<file path="config.mk">
export PLATFORM = sky130hd
export DESIGN_NAME = fast_ram_controller
export DESIGN_NICKNAME = d
export VERILOG_FILES = /design/src/rtl/fast_ram_controller_pkg.sv /design/src/rtl/fast_ram_controller.sv
export SDC_FILE = /design/constraint.sdc
export NUM_CORES = 1
export LEC_CHECK = 0
export ABC_CLOCK_PERIOD_IN_PS = 2700
export CAP_MARGIN = 20
export CORE_AREA = 2 2 171 173
export DETAILED_ROUTE_END_ITERATION = 6
export DIE_AREA = 0 0 173 175
export PLACE_DENSITY = 0.71
export SLEW_MARGIN = 25
export SYNTH_ARGS = -nofsm -noshare
export SYNTH_HDL_FRONTEND = slang
export SYNTH_SLANG_ARGS = --single-unit
export TNS_END_PERCENT = 20
</file>
<file path="constraint.sdc">
create_clock -name clk -period 2.7 [get_ports clk]
set_clock_uncertainty 0.15 [all_clocks]
set_input_delay 0.54 -clock clk [delete_from_list [all_inputs] [get_ports clk]]
set_output_delay 0.54 -clock clk [all_outputs]
set_load 0.03 [all_outputs]
</file>
<file path="src/rtl/fast_ram_controller_pkg.sv">
// Shared encodings for the fast RAM controller.
// State codes are visible on state_out, so their values are fixed.
package fast_ram_controller_pkg;

    typedef enum logic [3:0] {
        ST_IDLE    = 4'd0,
        ST_MCR_RD0 = 4'd1,
        ST_MCR_RD1 = 4'd2,
        ST_MCR_WR0 = 4'd3,
        ST_MCR_WR1 = 4'd4,
        ST_SD_RD   = 4'd5,
        ST_SD_WR   = 4'd6,
        ST_VC_RD   = 4'd7,
        ST_VC_WR   = 4'd8,
        ST_VGA_RD  = 4'd9,
        ST_RECOVER = 4'd10
    } state_t;

    localparam logic [2:0] VRAM_PFX = 3'b110;
    localparam logic [2:0] MCR_PFX  = 3'b111;

    function automatic logic [17:0] vram_word(input logic [14:0] a);
        return {VRAM_PFX, a};
    endfunction

endpackage

</file>
<file path="src/rtl/fast_ram_controller.sv">
// Arbitrates microcode, sdram-window and video ports onto two 16-bit
// async SRAMs forming one 32-bit word, two clocks per word access.
module fast_ram_controller
    import fast_ram_controller_pkg::*;
(
    input  logic        clk,
    input  logic        reset,
    input  logic        prefetch,
    input  logic        fetch,
    input  logic        machrun,
    output logic [3:0]  state_out,

    input  logic [13:0] mcr_addr,
    input  logic [48:0] mcr_data_in,
    output logic [48:0] mcr_data_out,
    input  logic        mcr_write,
    output logic        mcr_ready,
    output logic        mcr_done,

    input  logic [21:0] sdram_addr,
    input  logic [31:0] sdram_data_in,
    output logic [31:0] sdram_data_out,
    input  logic        sdram_req,
    input  logic        sdram_write,
    output logic        sdram_ready,
    output logic        sdram_done,

    input  logic [14:0] vram_cpu_addr,
    input  logic [31:0] vram_cpu_data_in,
    output logic [31:0] vram_cpu_data_out,
    input  logic        vram_cpu_req,
    input  logic        vram_cpu_write,
    output logic        vram_cpu_ready,
    output logic        vram_cpu_done,

    input  logic [14:0] vram_vga_addr,
    input  logic        vram_vga_req,
    output logic [31:0] vram_vga_data_out,
    output logic        vram_vga_ready,

    output logic [17:0] sram_a,
    output logic        sram_oe_n,
    output logic        sram_we_n,
    input  logic [15:0] sram1_in,
    input  logic [15:0] sram2_in,
    output logic [15:0] sram1_out,
    output logic [15:0] sram2_out,
    output logic        sram1_ce_n,
    output logic        sram1_ub_n,
    output logic        sram1_lb_n,
    output logic        sram2_ce_n,
    output logic        sram2_ub_n,
    output logic        sram2_lb_n
);

    state_t      state;
    logic        phase;
    logic        pending;
    logic        prefetch_q;
    logic        en_n;
    logic [16:0] wr_hi;
    logic [31:0] mcr_lo;

    state_t      g_state;
    logic [17:0] g_addr;
    logic        g_write;
    logic [48:0] g_data;

    logic        pf_edge;
    logic [31:0] rd_word;
    logic        unused_ok;

    assign pf_edge   = prefetch & ~prefetch_q;
    assign rd_word   = {sram2_in, sram1_in};
    assign state_out = state;
    assign unused_ok = ^{fetch, machrun, sdram_addr[21:17]};

    assign sram1_ce_n = en_n;
    assign sram1_ub_n = en_n;
    assign sram1_lb_n = en_n;
    assign sram2_ce_n = en_n;
    assign sram2_ub_n = en_n;
    assign sram2_lb_n = en_n;

    // Fixed-priority pick, only acted on in IDLE.
    always_comb begin
        g_state = ST_IDLE;
        g_addr  = '0;
        g_write = 1'b0;
        g_data  = '0;
        if (pending) begin
            g_state = ST_MCR_RD0;
            g_addr  = {MCR_PFX, mcr_addr, 1'b0};
        end else if (vram_vga_req) begin
            g_state = ST_VGA_RD;
            g_addr  = vram_word(vram_vga_addr);
        end else if (mcr_write) begin
            g_state = ST_MCR_WR0;
            g_addr  = {MCR_PFX, mcr_addr, 1'b0};
            g_write = 1'b1;
            g_data  = mcr_data_in;
        end else if (sdram_req) begin
            g_state = sdram_write ? ST_SD_WR : ST_SD_RD;
            g_addr  = {1'b0, sdram_addr[16:0]};
            g_write = sdram_write;
            g_data  = {17'b0, sdram_data_in};
        end else if (vram_cpu_req) begin
            g_state = vram_cpu_write ? ST_VC_WR : ST_VC_RD;
            g_addr  = vram_word(vram_cpu_addr);
            g_write = vram_cpu_write;
            g_data  = {17'b0, vram_cpu_data_in};
        end
    end

    always_ff @(posedge clk) begin
        if (reset) begin
            state             <= ST_IDLE;
            phase             <= 1'b0;
            pending           <= 1'b0;
            prefetch_q        <= 1'b0;
            wr_hi             <= '0;
            mcr_lo            <= '0;
            mcr_data_out      <= '0;
            mcr_ready         <= 1'b0;
            mcr_done          <= 1'b0;
            sdram_data_out    <= '0;
            sdram_ready       <= 1'b0;
            sdram_done        <= 1'b0;
            vram_cpu_data_out <= '0;
            vram_cpu_ready    <= 1'b0;
            vram_cpu_done     <= 1'b0;
            vram_vga_data_out <= '0;
            vram_vga_ready    <= 1'b0;
            sram_a            <= '0;
            sram1_out         <= '0;
            sram2_out         <= '0;
            en_n              <= 1'b1;
            sram_oe_n         <= 1'b1;
            sram_we_n         <= 1'b1;
        end else begin
            prefetch_q     <= prefetch;
            pending        <= pending | pf_edge;
            mcr_done       <= 1'b0;
            sdram_ready    <= 1'b0;
            sdram_done     <= 1'b0;
            vram_cpu_ready <= 1'b0;
            vram_cpu_done  <= 1'b0;
            vram_vga_ready <= 1'b0;
            if (pf_edge)
                mcr_ready <= 1'b0;

            unique case (state)
                ST_IDLE: begin
                    if (g_state != ST_IDLE) begin
                        if (g_state == ST_MCR_RD0)
                            pending <= pf_edge;
                        state     <= g_state;
                        phase     <= 1'b0;
                        sram_a    <= g_addr;
                        sram1_out <= g_data[15:0];
                        sram2_out <= g_data[31:16];
                        wr_hi     <= g_data[48:32];
                        en_n      <= 1'b0;
                        sram_oe_n <= g_write;
                        sram_we_n <= ~g_write;
                    end
                end
                ST_RECOVER: state <= ST_IDLE;
                default: begin
                    if (!phase) begin
                        // we_n rises after cycle A; data stays driven in B
                        phase     <= 1'b1;
                        sram_we_n <= 1'b1;
                    end else begin
                        phase <= 1'b0;
                        unique case (state)
                            ST_MCR_RD0: begin
                                mcr_lo    <= rd_word;
                                sram_a[0] <= 1'b1;
                                state     <= ST_MCR_RD1;
                            end
                            ST_MCR_RD1: begin
                                mcr_data_out <= {rd_word[16:0], mcr_lo};
                                mcr_ready    <= 1'b1;
                                state        <= ST_IDLE;
                            end
                            ST_MCR_WR0: begin
                                sram_a[0] <= 1'b1;
                                sram1_out <= wr_hi[15:0];
                                sram2_out <= {15'b0, wr_hi[16]};
                                sram_we_n <= 1'b0;
                                state     <= ST_MCR_WR1;
                            end
                            ST_MCR_WR1: begin
                                mcr_done <= 1'b1;
                                state    <= ST_RECOVER;
                            end
                            ST_SD_RD: begin
                                sdram_data_out <= rd_word;
                                sdram_ready    <= 1'b1;
                                state          <= ST_RECOVER;
                            end
                            ST_SD_WR: begin
                                sdram_done <= 1'b1;
                                state      <= ST_RECOVER;
                            end
                            ST_VC_RD: begin
                                vram_cpu_data_out <= rd_word;
                                vram_cpu_ready    <= 1'b1;
                                state             <= ST_RECOVER;
                            end
                            ST_VC_WR: begin
                                vram_cpu_done <= 1'b1;
                                state         <= ST_RECOVER;
                            end
                            ST_VGA_RD: begin
                                vram_vga_data_out <= rd_word;
                                vram_vga_ready    <= 1'b1;
                                state             <= ST_RECOVER;
                            end
                            default: state <= ST_IDLE;
                        endcase
                        if (state != ST_MCR_RD0 && state != ST_MCR_WR0) begin
                            en_n      <= 1'b1;
                            sram_oe_n <= 1'b1;
                            sram_we_n <= 1'b1;
                        end
                    end
                end
            endcase
        end
    end

endmodule

</file>
; Word-level counts from Yosys, hierarchy flattened
; Index checks and enable logic that the tools add are counted.
[word_totals]
regBits = 261
out_inout_bits = 214
word_cells = 134
input_bits = 222
[op_classes]
bitwise = 7
n_eq_ne = 15
reduce_logical = 24
mux = 64
[ops]
columns = op, count
row1 = $mux W49, 3
row2 = $mux W16, 6
row3 = $mux W18, 5
row4 = $mux W32, 2
row5 = $pmux W16 S2, 2
row6 = $mux W4, 8
row7 = $mux W1, 30
row8 = $reduce_and A3 Y1, 6
row9 = $eq A4 B3 Y1 const B, 4
row10 = $eq A4 B4 Y1 const B, 3
row11 = $pmux W4 S3, 1
row12 = $reduce_and A4 Y1, 3
row13 = $pmux W1 S2, 5
row14 = $eq A4 B1 Y1 const B, 2
row15 = $eq A4 B2 Y1 const B, 2
row16 = $ne A4 B1 Y1 const B, 2
row17 = $pmux W4 S2, 1
row18 = $reduce_bool A2 Y1, 4
row19 = $reduce_and A2 Y1, 3
row20 = $reduce_or A6 Y1, 1
row21 = $not A1 Y1, 5
row22 = $logic_not A4 Y1, 1
row23 = $ne A4 B2 Y1 const B, 1
row24 = $reduce_bool A4 Y1, 1
row25 = other kinds (8), 9

; Longest topological paths before layout
; Gate-level depths: netlist (run 1).
[logic_depth]
word_depth = 10
ltp_mapped = 9
mapped_depth_nobuf = 5

; Worst setup path before layout (run 1)
; Ideal clock, no wire load.
[synth_path]
path_type = input port to flip-flop
startpoint = input port mcr_write
endpoint = register sram1_out[5]
slack_ps = 342
cell_stages = 7
arrival_ps = 2070
path_buffers = 2
setup_ps = 138
path_cell_list = or3_4 -> a221o_4 -> o311a_1 -> buf_6 -> buf_12 -> nor2_4 -> nor3_2
[synth_between]
elab_chain_len = 6
word_cells_on_any_way = 11
cone_classes = eq/ne: 1 / mux: 8 / reduce/logical: 2
[synth_rtl]
columns = element, line
row1 = "start, declared", fast_ram_controller.sv:16  ; input logic mcr_write,
row2 = $mux W4, fast_ram_controller.sv:97  ; end else if (mcr_write) begin
row3 = $mux W4, fast_ram_controller.sv:94  ; end else if (vram_vga_req) begin
row4 = $mux W4, fast_ram_controller.sv:91  ; if (pending) begin
row5 = $reduce_bool A4 Y1, fast_ram_controller.sv:154  ; if (g_state != ST_IDLE) begin
row6 = $ne A2 B2 Y1 (no line), n/a
row7 = $reduce_and A4 Y1 (no line), n/a
row8 = "end signal, assigned", fast_ram_controller.sv:160  ; sram1_out <= g_data[15:0];
row9 = "end signal, assigned", fast_ram_controller.sv:189  ; sram1_out <= wr_hi[15:0];
row10 = "end, declared", fast_ram_controller.sv:46  ; output logic [15:0] sram1_out,
; Several ways; a longest one is shown, not always the timed one. The select of a mux whose other input is x is not followed.
; A chain may end at the register's enable or synchronous reset.

; Worst setup path after layout (run 1)
[layout_path]
startpoint = register state[1], in the netlist state_out[1]
endpoint = output port state_out[1]
[layout_lines]
columns = element, line
row1 = "start, declared", fast_ram_controller.sv:56  ; state_t state;
row2 = "start signal, assigned", fast_ram_controller.sv:157  ; state <= g_state;
row3 = "end, declared", fast_ram_controller.sv:11  ; output logic [3:0] state_out,
; No word-level cell between the ends.

==> flow_summary.toml, run 1 <==
[clocking]
htree_levels = 1
post_cts_resize_count = 0
clock_latency_ns = 0.55
cts_buffers = 28
cts_hold_buf = 0
cts_setup_buffers = 0
root_buffer = "clkbuf_16"
cts_sinks = 261
cts.clk_slew.worst_paths_ns = 0.06
cts_buffer_depth = 3
cts_tree = "done"

[worst_setup_path]
critPathKind = "flip-flop to output port"
critPathBufInv = 1
slowest_delay_ns = 0.80
path_cells = "clkdlybuf4s50_1"
critPathLaunchType = "flip-flop"
arrival_ns = 1.95
cp_max_fo = 13
worstPathRequired_ns = 2.01
cpMaxStageDelayCell = "clkdlybuf4s50_1"
critical-path-top-delay-family = "buffers and inverters"
end_kind = "output port"

[power]
power_density_mw_per_mm2 = 807
cellLeakagePower_nw = 5.65
peakVddDrop_uv = 557

[finish]
final_cell_mix = "clkdlybuf4s50_1, nand2_1, dfxtp_1, a21oi_1, nor2_1"
nets = 1925
final_layout_size_suffix_gt1_share_pct = 8.87
final_common_cell = "clkdlybuf4s50_1"
syn2layout_area_growth_pct = 53.3
num-fill-cells = 2570
final_cell_area_sq_mm = 0.0164
utilization_pct = 57.8

[global_route]
grt_start_max_net_pins = 94
antenna_found_initial = 1
grt_use_total_pct = 24.4
overflow = 0
grt_pass1_vias = 10600
grt_pass1_wl_um = 59700

[detailed_routing]
viasPerCell = 5.19
drc = 0
drtIter0Drc = 835
wl_per_cell_um = 18.2
first_pass_iters = 7
wl_um = 38400
dr_total_vias = 10900
postRouteAntennaNets = 0

[synth]
syn-num-nets = 1543
avgSynthCellArea_sq_um = 8.10
synthAdderAreaFrac_pct = 0
yosys_warnings = 0
ys_seq_area_share_pct = 48.8
synth_compound_area_share_pct = 23.1
synth_area_sq_mm = 0.0107
synth_top_family_by_area = "compound AO/OA/AOI/OAI gates"
synthSimpleGateAreaFrac_pct = 21.9
synth_cell_types = 54
synth_xor_area_share_pct = 0.164
synth_seq_cells = 261
syn_inst = 1321
muxShareOfSynthArea_pct = 0.280

[floorplanning]
die_width_um = 173
core_sq_mm = 0.0284
die-area_sq_mm = 0.0303
start_util_pct = 37.7
io-pin-count = 436
fp.dieH_um = 175
rows = 62

[placed_design]
portBuffers = 428
place_area_sq_mm = 0.0154
routabilityCongestion = 0.914
place_ws_ns = -0.143
dp_hpwl_um = 26700

[sta]
setup_tns_ns = 0
max_slew_margin_pct = 46.6
fmax_mhz = 379
period_minus_slack_ns = 2.64
hold_slack_ns = 0.280
finalHoldViolCount = 0
slew_violations = 0
setup_viol = 0
fin_crit_sh_pct = 97.7
worst_pin_slew_ns = 0.801
worst_slack_ns = 0.0612
rsz0062_at_grt = "false"

[hold_path]
hp-class = "input pin to flip-flop"

[job]
maxCapViolCount = 0

[run_status]
outcome = "complete, no violations"
routing by layer:
metal	part of all wire, %	wire length (um)	GRT usage, %
met5	0	0	0
met3	6.4	2470	4.74
met4	3.2	1240	8.37
met1	43	16500	31.4
met2	47	18200	40.8
cell usage after synthesis, drive strengths merged:
master   number  area [sq um]
dfxtp       261          5230
o21ai        24           131
a21oi       216          1080
xnor2         2          17.5
clkbuf       91           343
and2          3          18.8
inv          21          78.8
o22ai        13          81.3
a31oi         2          12.5
nand2b        5          31.3
nand3b        1          7.51
a221oi       36           315
a22oi        44           380
nor2         65           344
o221ai        1          15.0
a21boi        1          7.51
o31ai         2          15.0
nand2       382          1430
mux2i         3          30.0
or3           1          11.3
a211o         2          17.5
or2           1          6.26
o21bai        2          15.0
o311ai        1          26.3
nand4         1          6.26
o311a         2          20.0
nor3         28           225
nand3        17          85.1
clkinv        2          7.51
a211oi        2          15.0
a31o          1          8.76
nor4          4          31.3
nor2b        20           125
and3          1          6.26
a2111oi       1          8.76
o32a          1          10.0
nor3b         1          7.51
a221o         1          21.3
o32ai         1          8.76
o41ai        14           123
buf          26           194
o31a          1          8.76
a22o         17           149
state kept, by name (all words and copies together) (netlist names), 4 cells and up:
signal             flops
sram_a                18
mcr_data_out          49
sdram_data_out        32
vram_cpu_data_out     32
wr_hi                 17
mcr_lo                32
state_out              4
vram_vga_data_out     32
sram1_out             16
sram2_out             16
power by group:
| group | total [mW] | internal, mW | switching (mW) |
|---|---|---|---|
| combinational | 4.59 | 1.92 | 2.67 |
| sequential | 4.60 | 4.28 | 0.328 |
| clock | 4.04 | 2.44 | 1.60 |
cells by family after synthesis:
group | Yosys count
XOR/XNOR | 2
flip-flops | 261
AO/OA/AOI/OAI | 385
AND/OR/NAND/NOR | 530
buffers and inverters | 140
multiplexers | 3
worst paths after layout:
check                           cells after the start               end    startpoint  slack [ns]
worst max-delay path                                1      state_out[1]  state_out[1]        0.06
worst min-delay path                                2    vram_vga_ready         reset        0.28
worst min register to register                      2  mcr_data_out[18]    mcr_lo[18]        0.30
worst max register to register                      6     sram1_out[12]  state_out[1]        0.37
final cells by class:
| type | instances | area (sq um) | share of cell area (%) |
|---|---|---|---|
| clock inverters | 11 | 159 | 0.968 |
| clock buffers | 40 | 836 | 5.09 |
| repair buffers | 469 | 4720 | 28.8 |
| inverters | 23 | 86.3 | 0.526 |
| multi-input cells | 920 | 4900 | 29.8 |
| diodes | 1 | 2.50 | 0.0152 |
| flip-flops and latches | 261 | 5230 | 31.8 |
| well taps | 384 | 480 | 2.93 |
metrics by stage:
step | std cells | power (mW)
floorplan | 1321 | 7.48
global placement | 2057 | 9.20
detailed placement | 2057 | 9.27
CTS | 2108 | 13.3
global route | 2109 | 13.9
finish | 2109 | 13.2
Power figures use the tool's default switching activity.
==> run 2: changes to the inputs <==
--- a/config.mk
+++ b/config.mk
@@ -5,12 +5,14 @@
 export SDC_FILE = /design/constraint.sdc
 export NUM_CORES = 1
 export LEC_CHECK = 0
+export ABC_AREA = 1
 export ABC_CLOCK_PERIOD_IN_PS = 2700
 export CAP_MARGIN = 20
-export CORE_AREA = 2 2 171 173
+export CORE_AREA = 2 2 168 170
 export DETAILED_ROUTE_END_ITERATION = 6
-export DIE_AREA = 0 0 173 175
-export PLACE_DENSITY = 0.71
+export DIE_AREA = 0 0 170 172
+export GPL_ROUTABILITY_DRIVEN = 1
+export PLACE_DENSITY = 0.75
 export SLEW_MARGIN = 25
 export SYNTH_ARGS = -nofsm -noshare
 export SYNTH_HDL_FRONTEND = slang
==> flow_summary.toml, run 2 <==
[run_status]
outcome = "complete, no violations"

[power]
cellLeakagePower_nw = 6.92
p_int_mw = 8.72
peakVddDrop_uv = 618
power_density_mw_per_mm2 = 813
swShare_pct = 36.2
switchingPower_mw = 4.96
pwr-share-seq_pct = 33.6
power_frac_clock_pct = 30.8
combPwrFrac_pct = 35.6

[floorplanning]
die-area_sq_mm = 0.0292
core_sq_mm = 0.0275
io-pin-count = 436
rows = 61
start_util_pct = 40.7
die_width_um = 170
fp.dieH_um = 172

[sta]
slew_violations = 0
period_minus_slack_ns = 2.54
fmax_mhz = 394
setup_viol = 0
hold_slack_ns = 0.300
worst_pin_slew_ns = 0.789
finalHoldViolCount = 0
max_slew_margin_pct = 47.4
worst_slack_ns = 0.161
setup_tns_ns = 0
rsz0062_at_grt = "false"
fin_crit_sh_pct = 94.0

[detailed_routing]
first_pass_iters = 5
dr_total_vias = 12000
postRouteAntennaNets = 0
viasPerCell = 5.10
drtIter0Drc = 976
wl_per_cell_um = 17.7
drc = 0
wl_um = 41700

[synth]
synth_commonest_cells = "nor2_1, dfxtp_1, nand2_1"
ys_seq_area_share_pct = 46.8
synth_area_sq_mm = 0.0112
synth_top_area_cell = "dfxtp_1"
synth.area.top_cells = "dfxtp_1, nor2_1, o21ai_0, nand2_1, a21oi_1"
yosys_warnings = 0
yosysTopAreaCellShare_pct = 46.8
async_flop_share_pct = 0
synth_cell_types = 29
avgSynthCellArea_sq_um = 7.00
yosysMostFrequentCell = "nor2_1"
synth-edff-count = 0
syn_inst = 1597
synth_seq_cells = 261
syn-num-nets = 1819
yosys_most_used_dff = "dfxtp_1"

[clocking]
root_buffer = "clkbuf_16"
cts_buffers = 28
cts.clk_slew.worst_paths_ns = 0.07
cts_buffer_depth = 3
cts_hold_buf = 0
cts_sinks = 261
htree_levels = 1
clock_latency_ns = 0.55
post_cts_resize_count = 0
cts_tree = "done"
cts_setup_buffers = 0

[finish]
final_layout_size_suffix_gt1_share_pct = 6.75
num-fill-cells = 2469
regArea_sq_mm = 0.00523
syn2layout_area_growth_pct = 50.6
final_cell_mix = "clkdlybuf4s50_1, nor2_1, dfxtp_1, nand2_1, o21ai_0"
nets = 2200
top_register = "mcr_data_out"
multiInputGateArea_sq_mm = 0.00495
final_common_cell = "clkdlybuf4s50_1"
largest_register_ffs = 49

[worst_setup_path]
critPathKind = "flip-flop to output port"
critPathLaunchType = "flip-flop"
path_cells = "clkdlybuf4s50_1"
arrival_ns = 1.85
critical-path-top-delay-family = "buffers and inverters"
cp_max_fo = 8
regToRegStartpoint = "state_out[0]"
cpMaxStageDelayCell = "clkdlybuf4s50_1"
reg2reg_slack_ns = 0.40
r2r_cells = 6
end_kind = "output port"
timing.rr.end = "sram1_out[14]"
worstPathRequired_ns = 2.01
slowest_delay_ns = 0.80
critPathBufInv = 1

[hold_path]
whs_endpoint = "mcr_lo[14]"
hp-class = "flip-flop to flip-flop"
whs_path_depth = 2
hold_start = "mcr_lo[14]"

[placed_design]
place_ws_ns = 0.187
routabilityCongestion = 0.904
dp_hpwl_um = 28800
portBuffers = 428

[global_route]
overflow = 0
grt_pass1_wl_um = 63200
antenna_found_initial = 6
grt_start_max_net_pins = 65
grt_pass1_vias = 11500
grt_use_total_pct = 27.4

[job]
maxCapViolCount = 0
run 2: area by class of cell:
| class | instances | share of cell area (%) |
|---|---|---|
| sequential | 261 | 31.1 |
| tap | 346 | 2.57 |
| inverter | 132 | 2.97 |
| timing repair buffer | 466 | 27.8 |
| multi-input combinational | 1089 | 29.4 |
| antenna | 6 | 0.0892 |
| clock inverter | 14 | 1.41 |
| clock buffer | 37 | 4.66 |
run 2: cell families after synthesis:
family / after synthesis / synth area share (%)
compound gates: 386 / 18.2
buf+inv: 247 / 9.18
flops: 261 / 46.8
simple gates: 703 / 25.9
run 2: through the flow:
stage               cell area, sq um  cells  total power, mW  utilization [%]
floorplan                      11200   1597             7.68                -
global placement               15800   2294             9.43             57.5
detailed placement             15800   2294             9.50             57.5
CTS                            16800   2345             13.7             61.2
global route                   16800   2351             14.4             61.2
finish                         16800   2351             13.7             61.2
run 2: worst max path at each step:
stage | start | to | slack [ns] | cells past startpoint
final | state_out[0] | state_out[0] | 0.16 | 1
after global routing | state_out[0] | state_out[0] | 0.1 | 1
after CTS | state_out[0] | state_out[0] | 0.16 | 1
after detailed placement | vram_vga_req | sram2_out[11] | 0.19 | 12
after global placement | vram_vga_req | sram1_out[13] | 0.21 | 12
after floorplan | state_out[1] | mcr_data_out[10] | 0.81 | 10
run 2: power by group through the flow:
stage	clock, mW	combinational [mW]	sequential, mW
6_report	4.22	4.87	4.59
5_1_grt	4.42	5.34	4.64
4_1_cts	4.29	4.86	4.59
3_5_place_dp	0	4.83	4.67
3_3_place_gp	0	4.77	4.65
2_1_floorplan	0	2.37	5.31
run 2: layer usage:
metal	up-vias	global-route usage [%]	routed length (um)
met5	-	0	0
met4	0	11.7	1610
met3	85	8.88	4250
met2	530	45.5	19200
met1	5495	32.7	16700
li1	5874	-	-
